`src/rtl/dct_zigzag_reorder_if.sv`:
```
// Stream bundle for dct_zigzag_reorder: column-vector input stream and
// coefficient output stream with its (u,v) position.
interface dct_zigzag_reorder_if #(
    parameter int WIDTH = 12
);
    logic                    s_valid;
    logic                    s_ready;
    logic [2:0]              s_col;
    logic signed [WIDTH-1:0] s_vec [0:7];
    logic                    zz_mode;

    logic                    m_valid;
    logic                    m_ready;
    logic signed [WIDTH-1:0] m_data;
    logic                    m_last;
    logic [2:0]              m_u;
    logic [2:0]              m_v;

    modport slave (
        input  s_valid, s_col, s_vec, zz_mode, m_ready,
        output s_ready, m_valid, m_data, m_last, m_u, m_v
    );

    modport master (
        output s_valid, s_col, s_vec, zz_mode, m_ready,
        input  s_ready, m_valid, m_data, m_last, m_u, m_v
    );
endinterface

```
`src/rtl/dct_zigzag_reorder.sv`:
```
// Banked 8x8 block buffer: writes one column per beat, reads 64 coefficients
// in raster or JPEG zigzag order. Optional column-order checker: DCT_ZZ_COLCHK_EN.
module dct_zigzag_reorder #(
    parameter int WIDTH     = 12,
    parameter int NUM_BANKS = 2
) (
    input  logic                  clk,
    input  logic                  rst_n,
    dct_zigzag_reorder_if.slave   bus,
    output logic                  col_err
);
    localparam int BW = (NUM_BANKS > 1) ? $clog2(NUM_BANKS) : 1;
    localparam int AW = BW + 6;
    localparam logic [BW-1:0] LAST_BANK = BW'(NUM_BANKS - 1);

    // Raster index (v*8+u) for each zigzag beat
    localparam logic [5:0] ZZ_IDX [64] = '{
        6'd0,  6'd1,  6'd8,  6'd16, 6'd9,  6'd2,  6'd3,  6'd10,
        6'd17, 6'd24, 6'd32, 6'd25, 6'd18, 6'd11, 6'd4,  6'd5,
        6'd12, 6'd19, 6'd26, 6'd33, 6'd40, 6'd48, 6'd41, 6'd34,
        6'd27, 6'd20, 6'd13, 6'd6,  6'd7,  6'd14, 6'd21, 6'd28,
        6'd35, 6'd42, 6'd49, 6'd56, 6'd57, 6'd50, 6'd43, 6'd36,
        6'd29, 6'd22, 6'd15, 6'd23, 6'd30, 6'd37, 6'd44, 6'd51,
        6'd58, 6'd59, 6'd52, 6'd45, 6'd38, 6'd31, 6'd39, 6'd46,
        6'd53, 6'd60, 6'd61, 6'd54, 6'd47, 6'd55, 6'd62, 6'd63
    };

    logic signed [WIDTH-1:0] mem [2**AW];
    logic [NUM_BANKS-1:0]    full;
    logic [2:0]              col;
    logic [BW-1:0]           wr_bank;
    logic [BW-1:0]           rd_bank;
    logic [BW-1:0]           fetch_bank;
    logic [5:0]              fetch_beat;
    logic                    mode_q;
    logic                    wr_fire;
    logic                    out_fire;
    logic                    last_fire;
    logic                    rd_fire;
    logic                    fetch_mode;
    logic [5:0]              fetch_idx;

    function automatic logic [BW-1:0] next_bank(input logic [BW-1:0] b);
        return (b == LAST_BANK) ? '0 : b + 1'b1;
    endfunction

    assign bus.s_ready = rst_n & ~full[wr_bank];

    // The output register always holds a beat of rd_bank; the fetch pointer runs
    // one beat ahead so blocks chain without a bubble. Fetching is blocked while
    // the final beat of the same bank is still pending (single-bank wrap).
    always_comb begin
        wr_fire    = bus.s_valid & bus.s_ready;
        out_fire   = bus.m_valid & bus.m_ready;
        last_fire  = out_fire & bus.m_last;
        rd_fire    = (~bus.m_valid | bus.m_ready) & full[fetch_bank]
                   & ~(bus.m_valid & bus.m_last & (fetch_bank == rd_bank));
        fetch_mode = (fetch_beat == 6'd0) ? bus.zz_mode : mode_q;
        fetch_idx  = fetch_mode ? ZZ_IDX[fetch_beat] : fetch_beat;
    end

    always_ff @(posedge clk) begin
        if (wr_fire) begin
            for (int unsigned k = 0; k < 8; k++) begin
                mem[{wr_bank, 3'(k), col}] <= bus.s_vec[3'(k)];
            end
        end
    end

    always_ff @(posedge clk or negedge rst_n) begin
        if (!rst_n) begin
            full       <= '0;
            col        <= '0;
            wr_bank    <= '0;
            rd_bank    <= '0;
            fetch_bank <= '0;
            fetch_beat <= '0;
            mode_q     <= 1'b0;
        end else begin
            if (wr_fire) begin
                col <= col + 3'd1;
                if (col == 3'd7) begin
                    full[wr_bank] <= 1'b1;
                    wr_bank       <= next_bank(wr_bank);
                end
            end
            if (last_fire) begin
                full[rd_bank] <= 1'b0;
                rd_bank       <= next_bank(rd_bank);
            end
            if (rd_fire) begin
                fetch_beat <= fetch_beat + 6'd1;
                mode_q     <= fetch_mode;
                if (fetch_beat == 6'd63) begin
                    fetch_bank <= next_bank(fetch_bank);
                end
            end
        end
    end

    always_ff @(posedge clk or negedge rst_n) begin
        if (!rst_n) begin
            bus.m_valid <= 1'b0;
            bus.m_data  <= '0;
            bus.m_last  <= 1'b0;
            bus.m_u     <= '0;
            bus.m_v     <= '0;
        end else if (rd_fire) begin
            bus.m_valid <= 1'b1;
            bus.m_data  <= mem[{fetch_bank, fetch_idx}];
            bus.m_last  <= (fetch_beat == 6'd63);
            bus.m_u     <= fetch_idx[2:0];
            bus.m_v     <= fetch_idx[5:3];
        end else if (out_fire) begin
            bus.m_valid <= 1'b0;
            bus.m_last  <= 1'b0;
        end
    end

`ifdef DCT_ZZ_COLCHK_EN
    always_ff @(posedge clk or negedge rst_n) begin
        if (!rst_n) begin
            col_err <= 1'b0;
        end else if (wr_fire && (bus.s_col != col)) begin
            col_err <= 1'b1;
        end
    end
`else
    assign col_err = 1'b0;
`endif

endmodule
```
`src/flat_wrapper.sv`:
```
// flat-port wrapper written by rule: the top's interface ports become plain ports
module dct_zigzag_reorder_flat 
#(
    parameter int WIDTH     = 12,
    parameter int NUM_BANKS = 2
)
  (clk, rst_n, col_err, bus_s_valid, bus_s_col, bus_s_vec, bus_zz_mode, bus_m_ready, bus_s_ready, bus_m_valid, bus_m_data, bus_m_last, bus_m_u, bus_m_v);
  dct_zigzag_reorder_if #(.WIDTH(WIDTH)) bus_i ();
  input  logic clk;
  input  logic rst_n;
  output logic col_err;
  input wire logic [$bits(bus_i.s_valid)-1:0] bus_s_valid;
  input wire logic [$bits(bus_i.s_col)-1:0] bus_s_col;
  input wire logic [$bits(bus_i.s_vec)-1:0] bus_s_vec;
  input wire logic [$bits(bus_i.zz_mode)-1:0] bus_zz_mode;
  input wire logic [$bits(bus_i.m_ready)-1:0] bus_m_ready;
  output wire logic [$bits(bus_i.s_ready)-1:0] bus_s_ready;
  output wire logic [$bits(bus_i.m_valid)-1:0] bus_m_valid;
  output wire logic [$bits(bus_i.m_data)-1:0] bus_m_data;
  output wire logic [$bits(bus_i.m_last)-1:0] bus_m_last;
  output wire logic [$bits(bus_i.m_u)-1:0] bus_m_u;
  output wire logic [$bits(bus_i.m_v)-1:0] bus_m_v;
  assign bus_i.s_valid = bus_s_valid;
  assign bus_i.s_col = bus_s_col;
  assign bus_i.s_vec = {>>{bus_s_vec}};
  assign bus_i.zz_mode = bus_zz_mode;
  assign bus_i.m_ready = bus_m_ready;
  assign bus_s_ready = bus_i.s_ready;
  assign bus_m_valid = bus_i.m_valid;
  assign bus_m_data = bus_i.m_data;
  assign bus_m_last = bus_i.m_last;
  assign bus_m_u = bus_i.m_u;
  assign bus_m_v = bus_i.m_v;
  dct_zigzag_reorder #(.WIDTH(WIDTH), .NUM_BANKS(NUM_BANKS)) u_core (.clk(clk), .rst_n(rst_n), .bus(bus_i), .col_err(col_err));
endmodule
```
`config.mk`:
```
export PLATFORM = sky130hd
export DESIGN_NAME = dct_zigzag_reorder_flat
export DESIGN_NICKNAME = d
export VERILOG_FILES = /design/src/rtl/dct_zigzag_reorder_if.sv /design/src/rtl/dct_zigzag_reorder.sv /design/src/flat_wrapper.sv
export SDC_FILE = /design/constraint.sdc
export NUM_CORES = 2
export LEC_CHECK = 0
export BUFFER_PORTS_ARGS = -buffer_cell sky130_fd_sc_hd__buf_2
export CELL_PAD_IN_SITES_DETAIL_PLACEMENT = 1
export CELL_PAD_IN_SITES_GLOBAL_PLACEMENT = 2
export CORE_AREA = 4 4 359 361
export DETAILED_ROUTE_END_ITERATION = 16
export DIE_AREA = 0 0 363 365
export PLACE_DENSITY = 0.81
export SYNTH_ARGS = -nofsm -noshare
export SYNTH_HDL_FRONTEND = slang
export SYNTH_SLANG_ARGS = --single-unit
export TNS_END_PERCENT = 30
```
`constraint.sdc`:
```
create_clock -name clk -period 12.95 [get_ports clk]
set_input_delay 0.6475 -clock clk [delete_from_list [all_inputs] [get_ports clk]]
set_output_delay 0.6475 -clock clk [all_outputs]
set_load 0.02 [all_outputs]
```
# Yosys cells after proc, flatten, opt, wreduce, memory -nomap -nowiden
# Memory sizes are Yosys's and may differ from the RTL's. A register that Yosys moved wholly into a read port is not among the register bits.
# Index checks and enable logic that the tools add are counted.
# word_totals
reg_bits,23
ram_bits,1536
rom_bits,384
in_bits,104
out_inout_bits,22
word_cells,73
mem_count,2
# classes
addsub,5
magnitude_cmp,6
eq_ne,3
n_mux,23
n_bitwise,16
reduce_logical,7
# memory_table
memory,depth,word_bits,rd,rd_ports_with_merged_regs,write_ports,line,text
u_core.mem,128,12,1,1,8,dct_zigzag_reorder.sv:28,logic signed [WIDTH-1:0] mem [2**AW];
(no name shown),64,6,1,0,0,dct_zigzag_reorder.sv:59,fetch_idx = fetch_mode ? ZZ_IDX[fetch_beat] : fetch_beat;
# ops
operator,count
$mux 6,3
$mux 1,15
$and 1x1->1,8
$ge 7x7->1 const B,1
$not 6->7,1
$add 6x1->6 const B,1
$eq 6x6->1 const B,1
$logic_not 6->1,1
$lt 1x2->1 const B,3
$mux 2,3
$reduce_and 2->1,2
$add 1x1->1 const B,3
$add 3x1->3 const B,1
$eq 3x3->1 const B,1
$not 1->1,3
$and 2x2->2,1
$demux 1 s1,2
$ge 1x1->1 const B,2
$logic_and 1x1->1,2
$not 2->2,1
$or 2x2->2,1
$reduce_bool 2->1,1
$eq 1x1->1,1
$logic_not 1->1,1
$or 1x1->1,1

# Longest topological paths before layout
# logic_depth
word_depth,9
depth_mapped,18
mapped_depth_nobuf,13

# Least setup slack after synthesis
# OpenSTA, ideal clock, no wires.
# synth_timing
kind,register -> register
from,register u_core.wr_bank
to,"memory u_core.mem[0][0], enable pin"
setup_ns,0.668
arrival_ns,8.048
slack_ns,4.233
path_stages_with_launch,7
period_less_slack_ns,8.717
path_cell_list,dfrtp_1 > clkbuf_1 > mux2i_1 > and2_1 > nand2_1 > or3_1 > nor3_1
# synth_rtl
element,line,text
from (decl),dct_zigzag_reorder.sv:31,logic [BW-1:0] wr_bank;
from (signal assigned),dct_zigzag_reorder.sv:84,wr_bank <= next_bank(wr_bank);
to (decl),dct_zigzag_reorder.sv:28,

# Worst setup path in the final report
# layout_timing
from,register u_core.fetch_beat[0]
to,register u_core.bus.m_data[11] (read register of u_core.mem)
# layout_between
elab_chain_cells,5
elab_cells_between_ends,7
# layout_lines
element,line,text
from (decl),dct_zigzag_reorder.sv:34,logic [5:0] fetch_beat;
from (signal assigned),dct_zigzag_reorder.sv:92,fetch_beat <= fetch_beat + 6'd1;
$not 6->7 (not written as such),dct_zigzag_reorder.sv:59,
$mem_v2 64x6,--,
$mux 6 (not written as such) (2 in series),dct_zigzag_reorder.sv:59,
$mux 6 *,dct_zigzag_reorder.sv:59,
to (decl),dct_zigzag_reorder_if.sv:21,"output s_ready, m_valid, m_data, m_last, m_u, m_v"
# Every way passes the cells marked *; elsewhere a longest branch is shown, timed or not. The select of a mux whose other input is x is not followed.
# A chain may end at the register's enable or synchronous reset.

==> run summary <==
Placed Instances - 5648
EDFF count, synth - 1536
Cells after Synth - 4121
CTS tree - yes
Worst Path Arrival - 7.59 ns
vias post-DR - 38838
dominant synthesized flop cell - edfxtp_1
Pwr Total - 16.6 mW
Final GP Congestion - 0.777
sequential share of power - 36.0%
H-tree depth - 4
CORE AREA - 125000 um2
Area contributors post-synth - edfxtp_1, mux2i_1, nand2_1
CP Launch Type - flop
combinational share of power - 37.4%
share of cells above drive strength 1 - 10.6%
Setup Fix Bufs, Post-CTS - 0
TritonCTS buffer count - 162
RSZ-0062 raised after global routing - false
synthesized area - 62500 um2
# hold bufs at CTS - 1
Hold Slack - 0.112 ns
PortBufs - 121
DRT iter0 DRCs - 4507
worst vdd ir - 0.262 mV
crit share post-route - 53.9%
Seq/Total Area, Yosys - 75.2%
yosys warns - 0
area share of the largest cell type after synthesis - 73.8%
Final Hold Violating Endpoints - 0
die height - 365 um
routed vias/inst - 6.52
Int Power - 10.2 mW
DIE AREA - 132000 um2
post-cts gate resize count - 0
area of the multi-input gates - 14200 um2
crit end category - flop
Cell Count, Final, Fillers Out - 5959
worst skew pair latency - 0.79 ns
Post-synth top cells - edfxtp_1, nand2_1, nand3_1
crit-path max FO - 144
Max Fclk - 143 MHz
Sw Share - 38.6%
largest net degree at the start of global routing - 193
max capacitance violation total - 0
Fill cells - 11561
hold path depth - 2
LEAKAGE - 23.1 nW
Mapped Nets - 4242
Area Growth Syn to Fin - 11.3%
CTS clk-pin slew, worst paths - 0.06 ns
Psw - 6.39 mW
post-synthesis register bit count - 1571
count of final setup violators - 0
crit path kind - flop to flop
post-DP HPWL - 96.3 mm
Clock Tree Buf Depth - 3
Hold Path Class - input pin to flop
Placed Instance Area - 64600 um2
required time worst endpoint - 13.57 ns
Yosys cell types - 74
gr ovfl total - 0
most frequent cell after synthesis - edfxtp_1
die width - 363 um
async set-reset flop share out of synthesis - 2.23%
design area - 69600 um2
Layout Skew - 0.0381 ns
Ports - 126
initial antenna violation count - 45
status - finished, final reports clean
gr usage total - 28.7%
Power per Cell Area - 238 nW/um2
Site Rows - 130
area leader, netlist - edfxtp_1
Root Driver - clkbuf_16
drt first pass iters - 8
routed len/inst - 32.1 um
DRT antenna net count - 0
wirelength, routed - 191 mm
min Tclk post-route - 6.98 ns
clk sinks - 1571
Worst Tran Pin Value - 1.16 ns
syn avg cell area - 15.2 um2
Max Slew Vio Count - 0
number of global-route vias before repair - 40097
first-pass GRT wire length - 278 mm
Initial Util - 49.9%
flip-flop and latch area - 47000 um2
Clk network pwr share - 26.5%
DRC viols - 0
relative slew slack - 22.1%
Fin Setup TNS - 0 ns
reg2reg path depth - 14
final net count - 4284
## worst paths after layout
| kind | start | end | slack (ns) |
|---|---|---|---|
| setup / recovery | u_core.fetch_beat[0]$_DFFE_PN0P_ | u_core.bus.m_data[11]$_DFFE_PN0P_ | 5.97 |
| max in group asynchronous | rst_n | u_core.bus.m_data[1]$_DFFE_PN0P_ | 11.96 |
| hold reg to reg | u_core.bus.m_v[1]$_DFFE_PN0P_ | u_core.bus.m_v[1]$_DFFE_PN0P_ | 0.48 |
| setup reg to reg | u_core.fetch_beat[0]$_DFFE_PN0P_ | u_core.bus.m_data[11]$_DFFE_PN0P_ | 5.97 |
| hold / removal | bus_m_ready | u_core.full[1]$_DFF_PN0_ | 0.11 |
| min in group asynchronous | rst_n | u_core.bus.m_data[5]$_DFFE_PN0P_ | 0.52 |
## power by group through the flow
stage	logic, mW	clock network (mW)	registers, mW
after floorplan	4.08	0	6.08
after global placement	6.00	0	6.06
after detailed placement	6.14	0	6.07
after CTS	6.19	4.44	5.97
after global routing	6.61	4.66	5.98
final	6.20	4.39	5.97
## layout make-up
type | instances | area share, %
repair buffers | 192 | 1.95
well taps | 1650 | 2.97
clock buffers | 226 | 6.33
multi-input cells | 2227 | 20.4
clock inverters | 67 | 0.730
flip-flops and latches | 1571 | 67.5
diodes | 17 | 0.0611
inverters | 9 | 0.0521
## sequential cells by signal, summed over array words and instances, names as in the netlist, 2 cells and up
register and flops:
u_core.bus.m_data 12, u_core.mem 1536, u_core.fetch_beat 6, u_core.bus.m_v 3, u_core.full 2, u_core.col 3
u_core.bus.m_u 3
## metrics by stage
| step | util, % | setup WS, ns |
|---|---|---|
| after global routing | 55.5 | 5.69 |
| after global placement | 51.5 | 5.99 |
| after floorplan | - | 4.23 |
| final | 55.5 | 5.97 |
| after detailed placement | 51.5 | 6.00 |
| after CTS | 55.5 | 5.96 |
## cell usage in the layout, fill, tap and decap left out, types with 51 or more instances in the layout
master | synthesis | layout
nand3_1 | 386 | 386
buf_2 | 105 | 121
a32o_1 | 82 | 82
mux2i_1 | 248 | 248
nand4_1 | 51 | 51
a21oi_1 | 55 | 55
o21ai_0 | 210 | 210
a31oi_1 | 123 | 123
edfxtp_1 | 1536 | 1536
clkbuf_1 | 146 | 55
and3_1 | 92 | 92
a211oi_1 | 89 | 89
buf_4 | 34 | 53
nand2_1 | 522 | 522
clkbuf_16 | 0 | 164
## routing by layer
layer	track usage [%]	routed length (um)	up-vias
met1	40.4	79200	20368
li1	-	-	16348
met2	45.7	90100	1772
met4	9.58	5810	22
met5	0	135	-
met3	5.36	16100	328
## kinds of logic after synthesis
group | after synthesis | share of synthesized area, %
multiplexers | 254 | 4.17
XOR/XNOR | 9 | 0.126
adder cells (fa/ha/maj) | 17 | 0.340
other | 1 | 0.00600
AO/OA/AOI/OAI | 766 | 8.81
flip-flops | 1571 | 75.2
AND/OR/NAND/NOR | 1180 | 8.90
buffers and inverters | 323 | 2.48
## worst max-delay path, cell delays in order (launching register included)
cell and delay, ns:
dfrtp_1 0.81, inv_1 0.43, ha_1 0.59, nor2_1 0.07, o21ai_0 0.17, o221ai_1 0.18, o211a_4 0.49, nor2_8 0.88
buf_12 0.57, buf_12 0.75, mux2i_1 0.30, a32o_1 0.16, o31ai_1 0.08, nor4_1 0.99, a211oi_1 0.16
Power figures use the tool's default switching activity.
